===== config.mk =====
export PLATFORM = sky130hd
export DESIGN_NAME = tx_arbiter_8
export DESIGN_NICKNAME = d
export VERILOG_FILES = /design/src/rtl/lvds_pkg.sv /design/src/rtl/rr_pick_8.sv /design/src/rtl/tx_arbiter_8.sv
export SDC_FILE = /design/constraint.sdc
export NUM_CORES = 1
export LEC_CHECK = 0
export ABC_AREA = 1
export BUFFER_PORTS_ARGS = -buffer_cell sky130_fd_sc_hd__buf_2
export CAP_MARGIN = 25
export CORE_ASPECT_RATIO = 1.5
export CORE_MARGIN = 4
export CORE_UTILIZATION = 53
export DETAILED_ROUTE_END_ITERATION = 8
export PLACE_DENSITY = 0.78
export SLEW_MARGIN = 10
export SYNTH_ARGS = -nofsm -noshare
export SYNTH_HDL_FRONTEND = slang
export SYNTH_SLANG_ARGS = --single-unit

===== constraint.sdc =====
create_clock -name i_clk -period 2.5 [get_ports i_clk]
set_input_delay 0.25 -clock i_clk [delete_from_list [all_inputs] [get_ports i_clk]]
set_output_delay 0.25 -clock i_clk [all_outputs]
set_load 0.005 [all_outputs]

===== src/rtl/lvds_pkg.sv =====
`default_nettype none
// ============================================================================
// Module      : lvds_pkg
// Description : Shared definitions for the LVDS transmit arbiter slice.
//               Holds the channel count, the select-index width, the
//               arbiter state encoding and a one-hot decode helper.
// Revision    : 1.0 - initial release
// ============================================================================
package lvds_pkg;

  localparam int NUM_CH = 8;
  localparam int SEL_W  = 3;

  typedef enum logic [0:0] {
    ARB_IDLE  = 1'b0,
    ARB_GRANT = 1'b1
  } arb_state_t;

  // Binary channel index to one-hot grant vector.
  function automatic logic [NUM_CH-1:0] sel_to_onehot(input logic [SEL_W-1:0] sel);
    return NUM_CH'(1) << sel;
  endfunction

endpackage
`default_nettype wire


===== src/rtl/rr_pick_8.sv =====
`default_nettype none
// ============================================================================
// Module      : rr_pick_8
// Description : Combinational round-robin picker for 8 requesters. Searches
//               upward from (ptr+1) mod 8, wrapping 7 -> 0, and returns the
//               first requesting channel.
// Ports       : i_req    [7:0] per-channel request
//               i_ptr    [2:0] last granted channel
//               o_winner [2:0] selected channel index (0 when none)
//               o_any          at least one request present
// Revision    : 1.0 - initial release
// ============================================================================
module rr_pick_8
  import lvds_pkg::*;
(
  input  logic [NUM_CH-1:0] i_req,
  input  logic [SEL_W-1:0]  i_ptr,
  output logic [SEL_W-1:0]  o_winner,
  output logic              o_any
);

  // Walk the offsets from farthest (8, i.e. ptr itself) to nearest (1); the
  // last hit therefore is the closest requester after ptr. The 3-bit add
  // wraps naturally modulo 8.
  always_comb begin
    logic [SEL_W-1:0] w_idx;
    w_idx    = '0;
    o_winner = '0;
    o_any    = 1'b0;
    for (int i = NUM_CH; i >= 1; i--) begin
      w_idx = i_ptr + SEL_W'(i);
      if (i_req[w_idx]) begin
        o_winner = w_idx;
        o_any    = 1'b1;
      end
    end
  end

endmodule
`default_nettype wire


===== src/rtl/tx_arbiter_8.sv =====
`default_nettype none
// ============================================================================
// Module      : tx_arbiter_8
// Description : Round-robin transmit arbiter for 8 channels feeding one
//               serializer. Holds a grant for a whole packet, releases on
//               last beat, on channel abandonment, or after MAX_BEATS
//               accepted beats (with a truncation pulse). One IDLE cycle
//               always separates consecutive grants.
// Ports       : i_clk          clock, rising edge
//               i_arst_n       asynchronous active-low reset
//               i_req    [7:0] per-channel beat pending
//               i_last         last-beat flag of the selected channel
//               i_ready        serializer accepts a beat this cycle
//               o_sel    [2:0] binary index for the downstream data mux
//               o_gnt    [7:0] one-hot grant, zero when idle
//               o_valid        selected channel presents a beat
//               o_trunc        grant force-released by MAX_BEATS
// Revision    : 1.0 - initial release
// ============================================================================
module tx_arbiter_8
  import lvds_pkg::*;
#(
  parameter int MAX_BEATS = 64
) (
  input  logic              i_clk,
  input  logic              i_arst_n,
  input  logic [NUM_CH-1:0] i_req,
  input  logic              i_last,
  input  logic              i_ready,
  output logic [SEL_W-1:0]  o_sel,
  output logic [NUM_CH-1:0] o_gnt,
  output logic              o_valid,
  output logic              o_trunc
);

  localparam logic [7:0] c_last_cnt = 8'(MAX_BEATS - 1);

  arb_state_t       r_state;
  logic [SEL_W-1:0] r_sel;
  logic [NUM_CH-1:0] r_gnt;
  logic [SEL_W-1:0] r_ptr;
  logic [7:0]       r_cnt;

  logic [SEL_W-1:0] w_winner;
  logic             w_any;
  logic             w_sel_req;
  logic             w_valid;
  logic             w_accept;
  logic             w_at_max;
  logic             w_release;

  rr_pick_8 u_pick (
    .i_req    (i_req),
    .i_ptr    (r_ptr),
    .o_winner (w_winner),
    .o_any    (w_any)
  );

  assign w_sel_req = i_req[r_sel];
  assign w_valid   = (r_state == ARB_GRANT) && w_sel_req;
  assign w_accept  = w_valid && i_ready;
  // The beat being accepted now is number MAX_BEATS when r_cnt already
  // holds MAX_BEATS-1 completed beats.
  assign w_at_max  = (r_cnt == c_last_cnt);

  // A dropped request can never coincide with an accept (valid needs the
  // request), so the three release causes never overlap ambiguously.
  assign w_release = (w_accept && (i_last || w_at_max)) || !w_sel_req;

  always_ff @(posedge i_clk or negedge i_arst_n) begin
    if (!i_arst_n) begin
      r_state <= ARB_IDLE;
      r_sel   <= '0;
      r_gnt   <= '0;
      r_ptr   <= '1;   // ptr = 7 so channel 0 is searched first
      r_cnt   <= '0;
    end else begin
      case (r_state)
        ARB_IDLE: begin
          if (w_any) begin
            r_state <= ARB_GRANT;
            r_sel   <= w_winner;
            r_gnt   <= sel_to_onehot(w_winner);
            r_cnt   <= '0;
          end
        end
        ARB_GRANT: begin
          if (w_release) begin
            r_state <= ARB_IDLE;
            r_gnt   <= '0;
            r_ptr   <= r_sel;
          end else if (w_accept && (r_cnt != 8'hFF)) begin
            r_cnt <= r_cnt + 8'd1;
          end
        end
        default: begin
          r_state <= ARB_IDLE;
          r_gnt   <= '0;
        end
      endcase
    end
  end

  assign o_sel   = r_sel;
  assign o_gnt   = r_gnt;
  assign o_valid = w_valid;
  // Truncation only when the limit, not the packet end, caused the release.
  assign o_trunc = w_accept && w_at_max && !i_last;

endmodule
`default_nettype wire


==> run summary <==
count of pins over their slew limit - 0
Post-Synth Adder-Cell Area - 1.85%
Vias - 1,976
Power per Cell Area - 1610 nW/um2
post-synthesis mux area share - 0%
CTS tree - built
drt wl/cell - 13.6 um
flops & latches, synth - 23
min Tclk post-route - 2.36 ns
Starting Density - 55.1%
required time worst endpoint - 2.66 ns
f_max - 423 MHz
routed vias/inst - 5.40
Core Box Area - 3680 um2
worst flop-to-flop path startpoint - r_ptr[1]$_DFFE_PN1P_
WL met3 - 110 um
hold_sp - i_ready
met2 WL post-DR - 2.81 mm
Clock transition at path regs - 0.08 ns
cell row count - 27
r2r worst-path depth - 14
CP Max Fanout - 7
Leakage - 1.27 nW
Final TNS setup - 0 ns
final WL - 4.98 mm
WL met1 - 1.92 mm
worst skew pair latency - 0.26 ns
Min-Delay Endpoint - r_cnt[2]$_DFFE_PN0P_
Syn Area/Cell - 6.98 um2
complex-gate fraction of the synthesized area - 10.2%
IR drop worst, VDD - 964 uV
Synthesis Warnings - 0
largest net degree at the start of global routing - 24
Setup Crit Path Kind - register to register
Synth Area in XOR/XNOR - 2.59%
Synth cell types - 35
largest family of logic cells by synthesized area - simple AND/OR/NAND/NOR gates
type of origin of the critical path - register
final hold viol count - 0
Worst Hold Class - input port to register
Setup Skew - 0.00161 ns
RSZ-0062 raised after global routing - no
Slew headroom - 64.6%
number of global-route vias before repair - 1,997
part of the Yosys area used for sequential elements - 28.5%
R2R Path End - o_gnt[4]$_DFFE_PN0P_
critical path endpoint category - register
initial antenna violation count - 0
die width - 58.5 um
1st-iter DRT viols - 74
Tcrit/Tclk final - 94.6%
nets@finish - 339
r2r setup slk - 0.14 ns
die height - 83.8 um
post-route ant nets - 0
Filler Cells Inserted - 337
Mapped Area - 2030 um2
PortBufs - 24
gpl congestion - 0.980
drt first pass iters - 4
Root Buffer - clkbuf_8
Non-Filler Instances - 366
fraction of layout cells with a size suffix above 1 - 31.0%
CTS Sinks - 23
Top Layer Used - met4
total track usage - 22.0%
die area - 4910 um2
most common cell after layout, fill and taps aside - nand2_1
H-tree depth - 1
hold_ws - 0.445 ns
total CTS buffers - 3
Placed Instances - 358
worst-case clock buffer depth - 2
commonest cells after routing, fill and taps aside - 95 x nand2_1, 30 x nand3_1, 24 x buf_2
WHS Path Cells - 5
Critical Path AT - 2.53 ns
io pins - 25
total grt overflow - 0
Post-Syn Instances - 291
status - completed
Post-Synth Simple-Gate Area - 47.4%
synthesis-to-finish area growth - 13.6%
DP HPWL - 4.05 mm
max-cap viol count - 0
final setup fails - 0
Slew @ Worst Pin - 0.532 ns
first-pass GRT wire length - 8.66 mm
antenna fix cells - 0
drt drc - 0
Syn Nets - 306
==> cell usage after synthesis <==
library cell	n	area share (%)
buf_6	3	1.7
o21ai_4	1	0.80
o21ai_1	2	0.49
inv_4	2	0.62
dfstp_2	3	3.9
a31oi_4	2	2.1
o21bai_1	2	0.74
inv_2	10	1.8
nand3_2	16	7.9
o21ai_2	2	0.86
nand2_2	13	4.0
nor2_1	17	3.1
nor2_4	1	0.55
inv_1	23	4.3
dfrtp_1	20	25
nor3b_1	1	0.37
xor2_1	4	1.7
o22ai_1	1	0.31
or2_2	2	0.62
nand3_4	1	0.86
buf_4	2	0.74
xnor2_1	2	0.86
nor4_1	1	0.31
o31ai_1	1	0.37
nand2_4	4	2.2
nor2_2	2	0.62
ha_1	3	1.8
clkinv_1	2	0.37
nand2_1	95	18
nand4_2	1	0.62
a21oi_1	6	1.5
nand4_1	4	1.2
o21ai_0	11	2.7
a31oi_1	1	0.31
nand3_1	30	7.4
==> worst max-delay path by stage <==
| stage | startpoint | endpoint | slack [ns] | depth (start not counted) |
|---|---|---|---|---|
| 2_1_floorplan | r_ptr[0]$_DFFE_PN1P_ | o_gnt[3]$_DFFE_PN0P_ | 0.07 | 15 |
| 3_3_place_gp | r_ptr[1]$_DFFE_PN1P_ | r_cnt[7]$_DFFE_PN0P_ | 0.10 | 13 |
| 3_5_place_dp | r_ptr[1]$_DFFE_PN1P_ | r_cnt[0]$_DFFE_PN0P_ | 0.02 | 13 |
| 4_1_cts | r_ptr[1]$_DFFE_PN1P_ | r_cnt[4]$_DFFE_PN0P_ | 0.006 | 13 |
| 5_1_grt | r_ptr[1]$_DFFE_PN1P_ | r_cnt[3]$_DFFE_PN0P_ | 0.005 | 15 |
| 6_report | r_ptr[1]$_DFFE_PN1P_ | o_gnt[4]$_DFFE_PN0P_ | 0.14 | 14 |
==> where the power goes <==
| part | internal [W] | switching (W) | leakage [nW] |
|---|---|---|---|
| logic | 0.000979 | 0.00191 | 0.944 |
| registers | 0.000488 | 0.0000921 | 0.299 |
| clock network | 0.000111 | 0.000122 | 0.0255 |
==> cell families after synthesis <==
group | count (synthesis)
AO/OA/AOI/OAI | 29
buffers and inverters | 42
AND/OR/NAND/NOR | 188
XOR/XNOR | 6
adder cells (fa/ha/maj) | 3
flip-flops | 23
==> flip-flops by register name, summed over array words and instances (netlist names) <==
| register | flops |
|---|---|
| r_state | 1 |
| r_cnt | 8 |
| o_sel | 3 |
| o_gnt | 8 |
| r_ptr | 3 |
==> cell type report <==
type	count	area [um2]	area share, %
clock inverter	1	5.00	0.217
inverter	37	144	6.24
timing repair buffer	33	198	8.57
sequential	23	579	25.1
clock buffer	3	41.3	1.79
multi-input combinational	226	1280	55.7
tap	43	53.8	2.33
==> metal layers <==
layer / up-vias / global-route usage (%)
li1: 1001 / -
met1: 930 / 24.7
met2: 31 / 40.3
met3: 14 / 2.32
met4: 0 / 8.86
met5: - / 0
==> timing repair <==
action	in CTS	in global routing
setup endpoints to repair	0	19
hold buffers	1	0
setup buffers	0	3
endpoints found under the hold margin	20	0
resized for setup	0	6
==> stage by stage <==
stage | total power, W | worst slack (ns) | utilization (%) | area [um2]
2_1_floorplan | 0.00275 | 0.0670 | - | 2030
3_3_place_gp | 0.00329 | 0.102 | 59.6 | 2190
3_5_place_dp | 0.00334 | 0.0209 | 59.6 | 2190
4_1_cts | 0.00359 | 0.00636 | 61.1 | 2250
5_1_grt | 0.00408 | 0.00491 | 62.6 | 2310
6_report | 0.00371 | 0.136 | 62.6 | 2310
==> critical path, cell delays in order (launching register included) <==
cell and delay (ns):
dfstp_2 0.57, inv_4 0.07, ha_4 0.24, inv_2 0.12, nand3_2 0.12, nand3_2 0.08, nand2_2 0.11, a31oi_4 0.18
nand3_2 0.13, o21ai_4 0.25, inv_2 0.11, nand2_2 0.14, inv_2 0.04, nand2_1 0.06, nand2_1 0.05
Power figures use the tool's default switching activity.
